==> config.mk <==
export PLATFORM = sky130hd
export DESIGN_NAME = video_timing_gen_flat
export DESIGN_NICKNAME = d
export VERILOG_FILES = /design/src/rtl/video_timing_gen_if.sv /design/src/rtl/video_timing_gen.sv /design/src/flat_wrapper.sv
export SDC_FILE = /design/constraint.sdc
export NUM_CORES = 1
export LEC_CHECK = 0
export BUFFER_PORTS_ARGS = -buffer_cell sky130_fd_sc_hd__buf_4
export CAP_MARGIN = 25
export CORE_ASPECT_RATIO = 2
export CORE_MARGIN = 4
export CORE_UTILIZATION = 30
export DETAILED_ROUTE_END_ITERATION = 6
export GPL_ROUTABILITY_DRIVEN = 0
export PLACE_DENSITY = 0.48
export SLEW_MARGIN = 5
export SYNTH_ARGS = -nofsm -noshare
export SYNTH_HDL_FRONTEND = slang
export SYNTH_SLANG_ARGS = --single-unit
export TNS_END_PERCENT = 20
==> constraint.sdc <==
create_clock -name clkvideo -period 2.97 [get_ports clkvideo]
set_clock_uncertainty 0.1 [all_clocks]
set_input_delay 0.1485 -clock clkvideo [delete_from_list [all_inputs] [get_ports clkvideo]]
set_output_delay 0.1485 -clock clkvideo [all_outputs]
set_load 0.01 [all_outputs]
==> src/rtl/video_timing_gen_if.sv <==
// Pixel and raster-timing bundle between the timing generator (master) and the
// fetch/scandoubler logic that consumes it (slave).
interface video_timing_gen_if;
    logic [2:0] rin;
    logic [2:0] gin;
    logic [2:0] bin;
    logic [9:0] hcount;
    logic [8:0] vcount;
    logic       active;
    logic       line_start;
    logic       frame_start;
    logic       hsync_ext_n;
    logic       vsync_ext_n;
    logic       csync_ext_n;
    logic [2:0] ri;
    logic [2:0] gi;
    logic [2:0] bi;

    modport master (
        input  rin, gin, bin,
        output hcount, vcount, active, line_start, frame_start,
               hsync_ext_n, vsync_ext_n, csync_ext_n, ri, gi, bi
    );

    modport slave (
        output rin, gin, bin,
        input  hcount, vcount, active, line_start, frame_start,
               hsync_ext_n, vsync_ext_n, csync_ext_n, ri, gi, bi
    );
endinterface

==> src/rtl/video_timing_gen.sv <==
// 15 kHz PAL-style raster timing generator with 3:3:3 pixel blanking on clkvideo.
// Define CSYNC_SERRATION_EN for broad/equalising pulses on csync_ext_n.
module video_timing_gen #(
    parameter int H_TOTAL  = 384,
    parameter int H_SYNC   = 29,
    parameter int H_START  = 64,
    parameter int H_ACTIVE = 256,
    parameter int V_TOTAL  = 312,
    parameter int V_SYNC   = 3,
    parameter int V_START  = 40,
    parameter int V_ACTIVE = 208
) (
    input  logic               clkvideo,
    input  logic               rst,
    video_timing_gen_if.master vid
);
    localparam logic [9:0]  H_LAST   = 10'(H_TOTAL - 1);
    localparam logic [10:0] H_SYNC_E = 11'(H_SYNC);
    localparam logic [10:0] H_ACT_LO = 11'(H_START);
    localparam logic [10:0] H_ACT_HI = 11'(H_START + H_ACTIVE);
    localparam logic [8:0]  V_LAST   = 9'(V_TOTAL - 1);
    localparam logic [9:0]  V_SYNC_E = 10'(V_SYNC);
    localparam logic [9:0]  V_ACT_LO = 10'(V_START);
    localparam logic [9:0]  V_ACT_HI = 10'(V_START + V_ACTIVE);

    logic [9:0]  h_next;
    logic [8:0]  v_next;
    logic [10:0] hx;
    logic [9:0]  vx;
    logic        hsync_next;
    logic        vsync_next;
    logic        active_next;
    logic        csync_next;

    always_comb begin
        // NOTE: defaults first so no path through the block can infer a latch.
        h_next = vid.hcount + 10'd1;
        v_next = vid.vcount;
        if (vid.hcount == H_LAST) begin
            h_next = '0;
            v_next = (vid.vcount == V_LAST) ? '0 : vid.vcount + 9'd1;
        end
    end

    // All decodes use the next counts so registered outputs line up with the counters.
    assign hx          = {1'b0, h_next};
    assign vx          = {1'b0, v_next};
    assign hsync_next  = (hx >= H_SYNC_E);
    assign vsync_next  = (vx >= V_SYNC_E);
    assign active_next = (hx >= H_ACT_LO) && (hx < H_ACT_HI) &&
                         (vx >= V_ACT_LO) && (vx < V_ACT_HI);

`ifdef CSYNC_SERRATION_EN
    localparam logic [10:0] H_HALF    = 11'(H_TOTAL / 2);
    localparam logic [10:0] H_BROAD_1 = 11'(H_TOTAL / 2 - H_SYNC);
    localparam logic [10:0] H_BROAD_2 = 11'(H_TOTAL - H_SYNC);
    localparam logic [10:0] H_EQ_W    = 11'(H_SYNC / 2);
    localparam logic [10:0] H_EQ_2    = 11'(H_TOTAL / 2 + H_SYNC / 2);
    localparam logic [9:0]  V_EQ_HI   = 10'(V_SYNC + 2);
    localparam logic [9:0]  V_EQ_TAIL = 10'(V_TOTAL - 3);

    logic broad_line;
    logic eq_line;
    logic broad_low;
    logic eq_low;

    assign broad_line = (vx < V_SYNC_E);
    assign eq_line    = ((vx >= V_SYNC_E) && (vx <= V_EQ_HI)) || (vx >= V_EQ_TAIL);
    assign broad_low  = (hx < H_BROAD_1) || ((hx >= H_HALF) && (hx < H_BROAD_2));
    assign eq_low     = (hx < H_EQ_W) || ((hx >= H_HALF) && (hx < H_EQ_2));
    assign csync_next = broad_line ? !broad_low :
                        eq_line    ? !eq_low    : hsync_next;
`else
    assign csync_next = hsync_next & vsync_next;
`endif

    always_ff @(posedge clkvideo) begin
        // NOTE: non-blocking so every register samples the pre-edge values.
        if (rst) begin
            vid.hcount      <= H_LAST;
            vid.vcount      <= V_LAST;
            vid.active      <= 1'b0;
            vid.line_start  <= 1'b0;
            vid.frame_start <= 1'b0;
            vid.hsync_ext_n <= 1'b1;
            vid.vsync_ext_n <= 1'b1;
            vid.csync_ext_n <= 1'b1;
            vid.ri          <= 3'd0;
            vid.gi          <= 3'd0;
            vid.bi          <= 3'd0;
        end else begin
            vid.hcount      <= h_next;
            vid.vcount      <= v_next;
            vid.active      <= active_next;
            vid.line_start  <= (h_next == 10'd0);
            vid.frame_start <= (h_next == 10'd0) && (v_next == 9'd0);
            vid.hsync_ext_n <= hsync_next;
            vid.vsync_ext_n <= vsync_next;
            vid.csync_ext_n <= csync_next;
            // Colour belongs to the current counters, so blank on the current active flag.
            vid.ri          <= vid.active ? vid.rin : 3'd0;
            vid.gi          <= vid.active ? vid.gin : 3'd0;
            vid.bi          <= vid.active ? vid.bin : 3'd0;
        end
    end
endmodule

==> src/flat_wrapper.sv <==
// flat-port wrapper written by rule: the top's interface ports become plain ports
module video_timing_gen_flat 
#(
    parameter int H_TOTAL  = 384,
    parameter int H_SYNC   = 29,
    parameter int H_START  = 64,
    parameter int H_ACTIVE = 256,
    parameter int V_TOTAL  = 312,
    parameter int V_SYNC   = 3,
    parameter int V_START  = 40,
    parameter int V_ACTIVE = 208
)
  (clkvideo, rst, vid_rin, vid_gin, vid_bin, vid_hcount, vid_vcount, vid_active, vid_line_start, vid_frame_start, vid_hsync_ext_n, vid_vsync_ext_n, vid_csync_ext_n, vid_ri, vid_gi, vid_bi);
  video_timing_gen_if vid_i ();
  input  logic clkvideo;
  input  logic rst;
  input wire logic [$bits(vid_i.rin)-1:0] vid_rin;
  input wire logic [$bits(vid_i.gin)-1:0] vid_gin;
  input wire logic [$bits(vid_i.bin)-1:0] vid_bin;
  output wire logic [$bits(vid_i.hcount)-1:0] vid_hcount;
  output wire logic [$bits(vid_i.vcount)-1:0] vid_vcount;
  output wire logic [$bits(vid_i.active)-1:0] vid_active;
  output wire logic [$bits(vid_i.line_start)-1:0] vid_line_start;
  output wire logic [$bits(vid_i.frame_start)-1:0] vid_frame_start;
  output wire logic [$bits(vid_i.hsync_ext_n)-1:0] vid_hsync_ext_n;
  output wire logic [$bits(vid_i.vsync_ext_n)-1:0] vid_vsync_ext_n;
  output wire logic [$bits(vid_i.csync_ext_n)-1:0] vid_csync_ext_n;
  output wire logic [$bits(vid_i.ri)-1:0] vid_ri;
  output wire logic [$bits(vid_i.gi)-1:0] vid_gi;
  output wire logic [$bits(vid_i.bi)-1:0] vid_bi;
  assign vid_i.rin = vid_rin;
  assign vid_i.gin = vid_gin;
  assign vid_i.bin = vid_bin;
  assign vid_hcount = vid_i.hcount;
  assign vid_vcount = vid_i.vcount;
  assign vid_active = vid_i.active;
  assign vid_line_start = vid_i.line_start;
  assign vid_frame_start = vid_i.frame_start;
  assign vid_hsync_ext_n = vid_i.hsync_ext_n;
  assign vid_vsync_ext_n = vid_i.vsync_ext_n;
  assign vid_csync_ext_n = vid_i.csync_ext_n;
  assign vid_ri = vid_i.ri;
  assign vid_gi = vid_i.gi;
  assign vid_bi = vid_i.bi;
  video_timing_gen #(.H_TOTAL(H_TOTAL), .H_SYNC(H_SYNC), .H_START(H_START), .H_ACTIVE(H_ACTIVE), .V_TOTAL(V_TOTAL), .V_SYNC(V_SYNC), .V_START(V_START), .V_ACTIVE(V_ACTIVE)) u_core (.clkvideo(clkvideo), .rst(rst), .vid(vid_i));
endmodule
# Word level (Yosys, flattened, before mapping)
# Index checks and enable logic that the tools add are counted.
[word_totals]
out_inout_bits = 34
input_bits = 11
register_bits = 34
[classes]
eq_ne = 2
n_addsub = 2
order_cmp = 6
bitwise_logic = 2
reduce_logical = 7
muxes = 3
[ops]
columns = ["cell", "count"]
rows = [
  ["$mux W9", 2],
  ["$add A10 B1 Y10 const B", 1],
  ["$eq A10 B9 Y1 const B", 1],
  ["$ge A10 B5 Y1 const B", 1],
  ["$ge A10 B7 Y1 const B", 1],
  ["$logic_not A10 Y1", 1],
  ["$lt A10 B9 Y1 const B", 1],
  ["$mux W10", 1],
  ["$add A9 B1 Y9 const B", 1],
  ["$eq A9 B9 Y1 const B", 1],
  ["$ge A9 B2 Y1 const B", 1],
  ["$ge A9 B6 Y1 const B", 1],
  ["$logic_not A9 Y1", 1],
  ["$lt A9 B8 Y1 const B", 1],
  ["$logic_and A1 B1 Y1", 4],
  ["$reduce_or A2 Y1", 1],
  ["$and A1 B1 Y1", 1],
  ["$not A1 Y1", 1],
]

# Depth between registers and ports, before layout
# Gate-level depths: netlist of the first run.
[depth]
ltp_word = 6
mapped_depth = 9

# Least setup slack after synthesis of the first run
# No wires, ideal clock.
[synth_timing]
path_type = "reg2reg"
start = "register u_core.vid.hcount[0]"
end = "register u_core.vid.csync_ext_n"
arrival_time_ps = 2345
synth_period_minus_slack_ps = 2560
setup_ps = 115
path_buffers = 0
stages_incl_launch_ff = 8
slack_ps = 410
required_ps = 2755
path_cell_list = "dfxtp_1 -> ha_1 -> nand4_4 -> nor4_2 -> nand4_1 -> a211o_1 -> or4b_4 -> o21a_1"
[synth_between]
elab_chain_cells = 4
[synth_rtl]
columns = ["item", "line_no", "rtl"]
rows = [
  ["start: declaration", "video_timing_gen_if.sv:21", "output hcount, vcount, active, line_start, frame_start,"],
  ["start signal: assignment", "video_timing_gen.sv:92", "vid.hcount <= h_next;"],
  ["$add A10 B1 Y10 / $eq A10 B9 Y1 (equally long branches)", "video_timing_gen.sv:37, video_timing_gen.sv:39", ""],
  ["$mux W10 / $mux W9 (equally long branches)", "video_timing_gen.sv:39", "if (vid.hcount == H_LAST) begin"],
  ["$ge A10 B5 Y1 / $ge A9 B2 Y1 (equally long branches)", "video_timing_gen.sv:48, video_timing_gen.sv:49", ""],
  ["$and A1 B1 Y1 (*)", "video_timing_gen.sv:74", "assign csync_next = hsync_next & vsync_next;"],
  ["end signal: assignment", "video_timing_gen.sv:99", "vid.csync_ext_n <= csync_next;"],
  ["end: declaration", "video_timing_gen_if.sv:22", "hsync_ext_n, vsync_ext_n, csync_ext_n, ri, gi, bi"],
]
# Every way passes the cells marked *; elsewhere a longest branch is shown, timed or not.
# A chain may end at the register's enable or synchronous reset.

# Worst setup path in the final report of the first run
[layout_timing]
start = "register u_core.vid.vcount[0]"
end = "register u_core.vid.csync_ext_n"
[layout_between]
elab_chain_cells = 5
[layout_rtl]
columns = ["item", "line_no", "rtl"]
rows = [
  ["start: declaration", "video_timing_gen_if.sv:21", ""],
  ["start signal: assignment", "video_timing_gen.sv:93", "vid.vcount <= v_next;"],
  ["$add A9 B1 Y9 / $eq A9 B9 Y1 (equally long branches)", "video_timing_gen.sv:41", "v_next = (vid.vcount == V_LAST) ? '0 : vid.vcount + 9'd1;"],
  ["$mux W9", "video_timing_gen.sv:41", ""],
  ["$mux W9 (*)", "video_timing_gen.sv:39", ""],
  ["$ge A9 B2 Y1 (*)", "video_timing_gen.sv:49", "assign vsync_next = (vx >= V_SYNC_E);"],
  ["$and A1 B1 Y1 (*)", "video_timing_gen.sv:74", ""],
]
# Marked as above.

==> results of run 1 <==
-- stage by stage --
stage / setup WS (ns) / cell area (um^2) / power [W] / hold slack (ns) / utilization (%)
6_report: 0.255 / 2360 / 0.00262 / 0.0248 / 42.7
3_3_place_gp: 0.363 / 2150 / 0.00221 / 0.250 / 39.0
3_5_place_dp: 0.273 / 2150 / 0.00220 / 0.254 / 39.0
4_1_cts: 0.245 / 2360 / 0.00266 / 0.0207 / 42.7
5_1_grt: 0.0971 / 2360 / 0.00284 / 0.0309 / 42.7
2_1_floorplan: 0.410 / 1730 / 0.00171 / 0.170 / -
-- routing by layer --
layer / global-route usage, % / part of all wire [%]
met5: 0 / 0
met4: 9.49 / 4.7
met2: 28.1 / 56
met1: 14.6 / 34
met3: 2.81 / 4.6
-- flip-flops by register name, indices dropped and copies added (netlist names) --
signal                  count
u_core.vid.vsync_ext_n      1
u_core.vid.line_start       1
u_core.vid.gi               3
u_core.vid.bi               3
u_core.vid.hsync_ext_n      1
u_core.vid.vcount           9
u_core.vid.frame_start      1
u_core.vid.csync_ext_n      1
u_core.vid.active           1
u_core.vid.ri               3
u_core.vid.hcount          10
-- cell usage after synthesis (all sizes together) --
cell type  instances
nand4              7
nand3b             1
nand4bb            1
nand3             11
buf                9
ha                 4
o211ai             3
or3b               1
or2                4
clkbuf             2
nor2              10
nor3               3
nor2b              2
or4                1
and3               2
and4bb             1
o21a               3
a31oi              1
and2              10
and4               1
a21o               1
or4b               3
xor2               2
mux2               1
dfxtp             34
nand2             14
o21ai              9
a22oi              2
a211o              1
nand2b             5
a221o              1
inv                9
a211oi             1
o2111ai            1
a21oi              6
nor4               6
mux2i              3
o31ai              1
o211a              1
o22ai              2
o41ai              1
xnor2              7
or3                3
-- cells by family after synthesis --
logic type      after synthesis  synth area share (%)
mux                           4                  2.39
fa+ha+maj                     4                  2.90
simple gates                 86                  31.8
buf+inv                      20                  5.95
xor+xnor                      9                  4.57
compound gates               34                  12.9
flops                        34                  39.4
-- area by class of cell --
class	count	area [um^2]	area share [%]
well taps	60	75.1	3.19
clock inverters	3	45.0	1.91
repair buffers	65	510	21.7
inverters	9	33.8	1.43
multi-input cells	137	942	40.0
flip-flops and latches	34	681	28.9
clock buffers	5	68.8	2.92
-- worst register-to-register path, delay by kind of cell (launching register included) --
kind            cells  cell delay (ns)
simple gates        4             1.29
compound gates      2             0.44
flops               1             0.42
fa+ha+maj           1             0.36
-- worst min path at each step --
stage | slack, ns | cells past startpoint | to | startpoint
2_1_floorplan | 0.17 | 1 | u_core.vid.bi[0] | vid_bin[0]
3_3_place_gp | 0.25 | 2 | u_core.vid.gi[0] | vid_gin[0]
3_5_place_dp | 0.25 | 2 | u_core.vid.ri[1] | vid_rin[1]
4_1_cts | 0.02 | 2 | u_core.vid.vcount[7] | rst
5_1_grt | 0.03 | 2 | u_core.vid.vcount[6] | rst
6_report | 0.02 | 2 | u_core.vid.vcount[7] | rst
-- power by group --
group          switching, W  total (W)  internal (W)
Clock              0.000190   0.000440      0.000250
Combinational      0.000777    0.00145      0.000677
Sequential         0.000164   0.000728      0.000564
==> impl_results.md, run 1 <==
- Status: complete, no violations
- Commonest cells after routing, fill and taps aside: 56 x buf_4, 34 x dfxtp_1, 14 x nand2_1
- Cell family with most CP delay: simple AND/OR/NAND/NOR gates
- Maximum clock path buffer count: 2
- Layout Nets: 267
- Floorplan Core Area: 5520 um^2
- Synthesized net count: 206
- Total routing usage reported by global routing: 15.3%
- Tcrit/Tclk final: 91.4%
- Share of final-layout standard cells stronger than drive strength 1: 30.4%
- Reg-to-reg endpoint: u_core.vid.csync_ext_n
- Clock tree root driver cell: clkbuf_8
- Number of vias in the routed layout: 1,614
- Max Clock Freq: 0.368 GHz
- Count of unique library cells instantiated by Yosys: 50
- Critical path class: reg2reg
- Worst-path fanout max: 8
- Cell type of the slowest stage on the worst timing path: or4b_4
- Clock tree from TritonCTS: yes
- Power per cell area: 1110 nW/um^2
- # IOs: 45
- Final cell count without fillers: 313
- Cell taking the most area after synthesis: dfxtp_1
- CTS HTree Levels: 2
- Stages on the worst setup path: 7
- Post-Synthesis Cell Area: 1730 um^2
- Worst-path clk slew: 0.08 ns
- Synthesis-to-finish area growth: 36.5%
- Pin count of the biggest net entering global routing: 16
- Type of origin of the critical path: flop
- Capturing element of the worst setup path: u_core.vid.csync_ext_n
- Critical Path End Type: flop
- Via count of the first global-routing pass: 1,605
- Dominant cells by area after synthesis: dfxtp_1 39%, and2_1 3.6%, xnor2_1 3.6%, nand3_1 3.2%, nand2_1 3.0%
- Final sum of negative setup slack: 0 ns
- Number of DRC violations after detailed-routing iteration 0: 21
- Headroom to the max-slew limit: 69.0%
- Initial core utilization: 31.3%
- Part of the Yosys area used for sequential elements: 39.4%
- Ordered list of cells on the worst path: ha_1 > nand4_4 > nor4_2 > nand4_1 > a211o_1 > or4b_4 > o21a_1
- Count of final max-slew check failures: 0
- Row count: 38
- Seq cells post-synth: 34
- Die span in y: 115 um
- Number of instances resized during post-cts repair: 0
- Die Wd: 61.6 um
- Largest stage delay on the critical path: 0.52 ns
- Detailed placer's ending HPWL: 3860 um
- DR DRC count: 0
- Post CTS Setup Buffer Count: 0
- Pleak: 1.01 nW
- R2r worst-path depth: 7
- Detailed-route wire length: 5040 um
- Maxcap violations: 0
- Synth warn: 0
- CP Launch Point: u_core.vid.vcount[0]
- Number of antenna violations at the first check in global routing: 0
- Number of sinks handled by clock tree synthesis: 34
- Final setup violating endpoints: 0
- Vias per cell: 5.16
- Data required, critical path: 3.06 ns
- Global route total overflow: 0
- Source of the worst register-to-register timing path: u_core.vid.vcount[0]
- RSZ-0062 raised after global routing: no
- Bufs and invs on worst path: 0
- Maximum vdd drop: 0.698 mV
- Detailed-route wire length per cell: 16.1 um
- Post-route ant nets: 0
- Post-synth top area share: 39.4%
- Cell count after synthesis: 191
- TritonCTS Buffers: 5
- Antenna diode count: 0
- Measured slew at the worst slew-check pin: 0.464 ns
- Port bufs: 44
- Syn Area/Cell: 9.03 um^2
- Clock latency reported for the late side of the worst-skew pair: 0.29 ns
- Hold/Removal Path Class: in2reg
- Flop2flop setup slack: 0.26 ns
- Count of final hold-check violations: 0
- Detailed Routing Iterations Pass 1: 4
- Fill cell count: 589
- CP Data Arrival Time: 2.80 ns
- Post-layout min period: 2.71 ns
- Die Outline Area: 7100 um^2
- Global-route wire length before repair: 7960 um
- Hold-fix buffers, CTS: 9
- Commonest non-fill, non-tap cell in the layout: buf_4
- Cells after DPL: 296
Note: power is estimated with default switching activity, not from simulation.
==> run 2: changes to the inputs <==
--- a/config.mk
+++ b/config.mk
@@ -12,7 +12,8 @@
 export CORE_UTILIZATION = 30
 export DETAILED_ROUTE_END_ITERATION = 6
 export GPL_ROUTABILITY_DRIVEN = 0
-export PLACE_DENSITY = 0.48
+export PLACE_DENSITY = 0.5
+export SETUP_SLACK_MARGIN = 0.15
 export SLEW_MARGIN = 5
 export SYNTH_ARGS = -nofsm -noshare
 export SYNTH_HDL_FRONTEND = slang
==> constraint.sdc (replaced) <==
create_clock -name clkvideo -period 2.4 [get_ports clkvideo]
set_clock_uncertainty 0.1 [all_clocks]
set_input_delay 0.12 -clock clkvideo [delete_from_list [all_inputs] [get_ports clkvideo]]
set_output_delay 0.12 -clock clkvideo [all_outputs]
set_load 0.01 [all_outputs]
==> run 2 against run 1 <==
- sequential power increased by 19%
- flip-flop and latch count unchanged
- first-iteration DRC count increased by 140%
- combinational power increased by 57%
- hold slack improved by 0.36 ns
- highest routed layer unchanged
- core utilization increased by 5.0 points
- largest power group unchanged
- global-route usage increased by 0.82 points
- maximum frequency increased by 17%
- total power increased by 37%
- largest cell class unchanged
==> impl_results.md, run 2 (same netlist as run 1, synthesis figures left out) <==
- Status: complete, no violations
- Largest Register: u_core.vid.hcount
- CP Data Arrival Time: 2.41 ns (-0.39 ns)
- Utilization of the core after routing: 47.7% (+5.0 points)
- CP Launch Point: u_core.vid.hcount[0]
- Maxcap violations: 0 (unchanged)
- Worst-path fanout max: 7 (-1)
- Worst hold slack: 0.389 ns (+0.364 ns)
- Power per cell area: 1370 nW/um^2 (+23%)
- Cell type of the slowest stage on the worst timing path: or4b_4
- Global route total overflow: 0 (unchanged)
- Post-route ant nets: 0 (unchanged)
- R2r worst-path depth: 7 (unchanged)
- Floorplan Core Area: 5520 um^2 (unchanged)
- Detailed placer's ending HPWL: 4020 um (+4.3%)
- Type of origin of the critical path: flop
- Number of sinks handled by clock tree synthesis: 34 (unchanged)
- Cell family with most CP delay: simple AND/OR/NAND/NOR gates
- Clock latency reported for the late side of the worst-skew pair: 0.30 ns (about the same)
- Post-layout min period: 2.32 ns (-0.399 ns)
- Detailed-route wire length per cell: 15.9 um (-1.3%)
- Number of vias in the routed layout: 1,694 (+5.0%)
- Number of stages on the worst hold path: 1 (-1)
- Detailed-route wire length: 5320 um (+5.6%)
- Total non-filler cell area in the finished layout: 2630 um^2 (+12%)
- Critical path class: reg2reg
- Maximum clock path buffer count: 2 (unchanged)
- Clock share of power: 12.8% (-4.0 points)
- CTS HTree Levels: 2 (unchanged)
- Synthesis-to-finish area growth: 52.6%
- Measured slew at the worst slew-check pin: 0.440 ns (-0.0234 ns)
- Final setup violating endpoints: 0 (unchanged)
- Switching component of the power: 0.00156 W (+38%)
- Net switching share of the total power: 43.4% (+0.25 points)
- Count of final max-slew check failures: 0 (unchanged)
- Largest register FFs: 10 (unchanged)
- Die Wd: 61.6 um (unchanged)
- Pin count of the biggest net entering global routing: 12 (-4)
- RSZ-0062 raised after global routing: yes
- Largest regs: u_core.vid.hcount: 10 flops, u_core.vid.vcount: 9 flops
- Via count of the first global-routing pass: 1,779 (+11%)
- Maximum vdd drop: 0.896 mV (+28%)
- Max Clock Freq: 0.432 GHz (+17%)
- Layout Nets: 289 (+8.2%)
- Flop2flop setup slack: 0.08 ns (-0.17 ns)
- Tcrit/Tclk final: 96.5% (+5.1 points)
- Capturing element of the worst setup path: u_core.vid.csync_ext_n
- Source of the worst register-to-register timing path: u_core.vid.hcount[0]
- Count of final hold-check violations: 0 (unchanged)
- Critical Path End Type: flop
- Standard cell area after detailed placement: 2330 um^2 (+8.5%)
- Clock tree from TritonCTS: yes
- Cells after DPL: 313 (+5.7%)
- Hold/Removal Path Class: reg2reg
- Row count: 38 (unchanged)
- Stages on the worst setup path: 7 (unchanged)
- Die span in y: 115 um (unchanged)
- # IOs: 45 (unchanged)
- Data required, critical path: 2.49 ns (-0.57 ns)
- Ordered list of cells on the worst path: ha_4 > nand4_4 > nor4_4 > or3_2 > a211o_1 > or4b_4 > o21a_1
- Sequential share of power: 23.9% (-3.9 points)
- Largest stage delay on the critical path: 0.52 ns (about the same)
- Headroom to the max-slew limit: 70.6% (+1.5 points)
- Clock tree root driver cell: clkbuf_8
- Die Outline Area: 7100 um^2 (unchanged)
- Final cell count without fillers: 335 (+7.0%)
- Internal power of the cells: 0.00204 W (+37%)
- Total routing usage reported by global routing: 16.2% (+0.82 points)
- Vias per cell: 5.06 (-1.9%)
- Port bufs: 44 (unchanged)
- Commonest cells after routing, fill and taps aside: 77 x buf_4, 22 x dfxtp_1, 14 x nand2_1
- Number of antenna violations at the first check in global routing: 0 (unchanged)
- Reg-to-reg endpoint: u_core.vid.csync_ext_n
- Gate power share: 63.3% (+7.8 points)
- Worst-path clk slew: 0.08 ns (about the same)
- TritonCTS Buffers: 5 (unchanged)
- Detailed Routing Iterations Pass 1: 4 (unchanged)
- Pleak: 1.12 nW (+11%)
- Bufs and invs on worst path: 0 (unchanged)
- Number of DRC violations after detailed-routing iteration 0: 50 (+140%)
- Share of final-layout standard cells stronger than drive strength 1: 44.4% (+14 points)
- Antenna diode count: 0 (unchanged)
- Global-route wire length before repair: 8490 um (+6.7%)
- Commonest non-fill, non-tap cell in the layout: buf_4
- DR DRC count: 0 (unchanged)
- Initial core utilization: 31.3% (unchanged)
-- run 2: final cells by class --
class / count / area, um^2
Clock buffer: 6 / 82.6
Tap cell: 60 / 75.1
Clock inverter: 2 / 12.5
Multi-Input combinational cell: 137 / 1050
Sequential cell: 34 / 703
Inverter: 9 / 33.8
Fill cell: 550 / 2880
Timing Repair Buffer: 87 / 678
-- run 2: repair_timing --
item                                    CTS  global route
endpoints found under the setup margin    4             4
gates resized for setup                   5            12
hold buffers                             10             0
hold endpoints to repair                 13             0
cloned                                    0             0
pin swaps                                 4             8
setup buffers                             3             1
-- run 2: stage by stage --
step / worst slack [ns] / setup TNS (ns) / total power (W)
2_1_floorplan: 0.106 / 0 / 0.00222
3_3_place_gp: 0.0113 / 0 / 0.00297
3_5_place_dp: -0.000220 / -0.000220 / 0.00297
4_1_cts: 0.116 / 0 / 0.00353
5_1_grt: 0.00454 / 0 / 0.00386
6_report: 0.0842 / 0 / 0.00360
-- run 2: layer usage --
layer / up-vias / global-route usage [%] / part of all wire, %
met3: 11 / 2.36 / 3.9
met2: 32 / 31.1 / 60
li1: 849 / - / -
met1: 802 / 15.6 / 34
met5: - / 0 / 0
met4: 0 / 7.37 / 2.3
-- run 2: worst min path at each step --
stage	from	endpoint	slack [ns]
floorplan	vid_bin[0]	u_core.vid.bi[0]	0.14
global placement	vid_rin[2]	u_core.vid.ri[2]	0.22
detailed placement	vid_rin[1]	u_core.vid.ri[1]	0.23
CTS	u_core.vid.hcount[0]	u_core.vid.hcount[0]	0.40
global route	u_core.vid.hcount[0]	u_core.vid.hcount[0]	0.43
finish	u_core.vid.hcount[0]	u_core.vid.hcount[0]	0.39
-- run 2: power by group through the flow --
stage                     sequential, W  combinational [W]  clock (W)
after floorplan                0.000935            0.00129          0
after CTS                      0.000860            0.00220   0.000468
after global placement         0.000874            0.00210          0
after detailed placement       0.000876            0.00209          0
final                          0.000863            0.00228   0.000460
after global routing           0.000884            0.00248   0.000491
==> run 3: changes to the inputs <==
==> constraint.sdc (replaced) <==
create_clock -name clkvideo -period 1.9 [get_ports clkvideo]
set_clock_uncertainty 0.1 [all_clocks]
set_input_delay 0.095 -clock clkvideo [delete_from_list [all_inputs] [get_ports clkvideo]]
set_output_delay 0.095 -clock clkvideo [all_outputs]
set_load 0.01 [all_outputs]
==> run 3 against run 2 <==
- the run now ends with setup timing left
- critical endpoint unchanged
- global-route usage increased by 0.80 points
- largest cell class unchanged
- register-to-register slack got worse by 0.51 ns
- cell count increased by 11%
==> impl_results.md, run 3 (same netlist as run 1, synthesis figures left out) <==
- Tcrit/Tclk final: 123% (+26 points)
- Detailed placer's ending HPWL: 4240 um (+5.4%)
- Detailed-route wire length: 5810 um (+9.2%)
- CP Launch Point: u_core.vid.vcount[6]
- Critical path class: reg2reg
- Number of sinks handled by clock tree synthesis: 34 (unchanged)
- Maxcap violations: 0 (unchanged)
- CTS HTree Levels: 2 (unchanged)
- Floorplan Core Area: 5520 um^2 (unchanged)
- Status: finished, violations left
- Post-route ant nets: 0 (unchanged)
- Critical Path End Type: flop
- Type of origin of the critical path: flop
- Clock tree root driver cell: clkbuf_8
- Start point of the worst hold path: rst
- Global route total overflow: 0 (unchanged)
- Die span in y: 115 um (unchanged)
- Antenna diode count: 0 (unchanged)
- Post-layout min period: 2.33 ns (+0.0123 ns)
- Layout Nets: 326 (+13%)
- Worst path setup slack after routing: -0.428 ns (-0.512 ns)
- Worst-path clk slew: 0.08 ns (about the same)
- Largest Register: u_core.vid.hcount
- Headroom to the max-slew limit: 71.8% (+1.2 points)
- # IOs: 45 (unchanged)
- Worst-path fanout max: 4 (-3)
- Via count of the first global-routing pass: 1,884 (+5.9%)
- Cells after DPL: 343 (+9.6%)
- DR DRC count: 0 (unchanged)
- Max Clock Freq: 0.430 GHz (-0.53%)
- Total routing usage reported by global routing: 17.0% (+0.80 points)
- Share of final-layout standard cells stronger than drive strength 1: 55.4% (+11 points)
- Data required, critical path: 1.99 ns (-0.50 ns)
- Worst hold slack: 0.0150 ns (-0.374 ns)
- Commonest cells after routing, fill and taps aside: 108 x buf_4, 25 x dfxtp_1, 14 x nand2_1
- Number of vias in the routed layout: 1,855 (+9.5%)
- Die Outline Area: 7100 um^2 (unchanged)
- Largest register FFs: 10 (unchanged)
- R2r worst-path depth: 6 (-1)
- Clock tree from TritonCTS: yes
- Source of the worst register-to-register timing path: u_core.vid.vcount[6]
- Clock latency reported for the late side of the worst-skew pair: 0.29 ns (about the same)
- TritonCTS Buffers: 5 (unchanged)
- Count of final max-slew check failures: 0 (unchanged)
- Final setup violating endpoints: 7 (+7)
- Pleak: 1.35 nW (+20%)
- Number of antenna violations at the first check in global routing: 0 (unchanged)
- Row count: 38 (unchanged)
- Initial core utilization: 31.3% (unchanged)
- Synthesis-to-finish area growth: 75.8%
- Die Wd: 61.6 um (unchanged)
- Power per cell area: 1840 nW/um^2 (+34%)
- Count of final hold-check violations: 0 (unchanged)
- Vias per cell: 4.99 (-1.4%)
- Failing checks: setup timing
- RSZ-0062 raised after global routing: yes
- Hold/Removal Path Class: in2reg
- CP Data Arrival Time: 2.42 ns (about the same)
- Maximum vdd drop: 1.14 mV (+27%)
- Maximum clock path buffer count: 2 (unchanged)
- Number of stages on the worst hold path: 3 (+2)
- Detailed Routing Iterations Pass 1: 4 (unchanged)
- Number of DRC violations after detailed-routing iteration 0: 37 (-26%)
- Commonest non-fill, non-tap cell in the layout: buf_4
- Detailed-route wire length per cell: 15.6 um (-1.7%)
- Final cell count without fillers: 372 (+11%)
- Global-route wire length before repair: 8840 um (+4.1%)
- Pin count of the biggest net entering global routing: 13 (+1)
- Port bufs: 44 (unchanged)
- Measured slew at the worst slew-check pin: 0.423 ns (-0.0176 ns)
- Largest regs: u_core.vid.hcount: 10 flops, u_core.vid.vcount: 9 flops
- Final sum of negative setup slack: -1.72 ns (-1.72 ns)
run 3: cell count changes in the layout (fill, tap and decap cells not counted), sizes merged:
cell,delta
buf,+38
clkinv,-1
dlygate4sd3,-1
inv,+1
run 3: worst paths after layout:
path                                          endpoint  slack, ns
worst min-delay path              u_core.vid.hcount[5]       0.02
worst max register to register  u_core.vid.csync_ext_n      -0.43
worst min register to register    u_core.vid.hcount[0]       0.52
worst max-delay path            u_core.vid.csync_ext_n      -0.43
run 3: what timing repair did:
| item | in CTS | in global routing |
|---|---|---|
| pin swaps | 12 | 13 |
| setup buffers | 6 | 6 |
| endpoints found under the hold margin | 9 | 0 |
| setup endpoints to repair | 13 | 16 |
| hold buffers | 9 | 0 |
| gates resized for setup | 20 | 21 |
run 3: cell type report:
class                      count  area, um^2
multi-input combinational    137        1140
sequential                    34         697
timing repair buffer         124         983
clock inverter                 2        13.8
tap                           60        75.1
clock buffer                   6        93.8
inverter                       9        33.8
fill                         542        2480
run 3: stage by stage:
stage | area [um^2] | util, % | power [W] | setup WS, ns
2_1_floorplan | 1790 | - | 0.00281 | -0.394
3_3_place_gp | 2560 | 46.4 | 0.00425 | -0.416
3_5_place_dp | 2560 | 46.4 | 0.00425 | -0.418
4_1_cts | 2890 | 52.4 | 0.00526 | -0.341
5_1_grt | 3030 | 55.0 | 0.00594 | -0.489
6_report | 3030 | 55.0 | 0.00557 | -0.428
run 3: worst max-delay path, cell delays in order (launching register included):
cell and delay [ns]:
dfxtp_2 0.32, or4b_4 0.58, o22ai_2 0.22, a22oi_2 0.13
a211o_1 0.25, or4b_4 0.52, o21a_1 0.11
run 3: power breakdown:
part | internal (W) | switching (W) | total, W | leakage (nW)
combinational | 0.00207 | 0.00180 | 0.00387 | 1.02
sequential | 0.000899 | 0.000164 | 0.00106 | 0.277
clock | 0.000338 | 0.000295 | 0.000634 | 0.0529
total | 0.00331 | 0.00226 | 0.00557 | 1.35
run 3: metal layers:
metal  routed length, um  track usage, %  up-vias
met3                 173            2.13       16
li1                    -               -      921
met1                1940            15.4      879
met2                3430            33.6       39
met4                 263            8.22        0
met5                   0               0        -
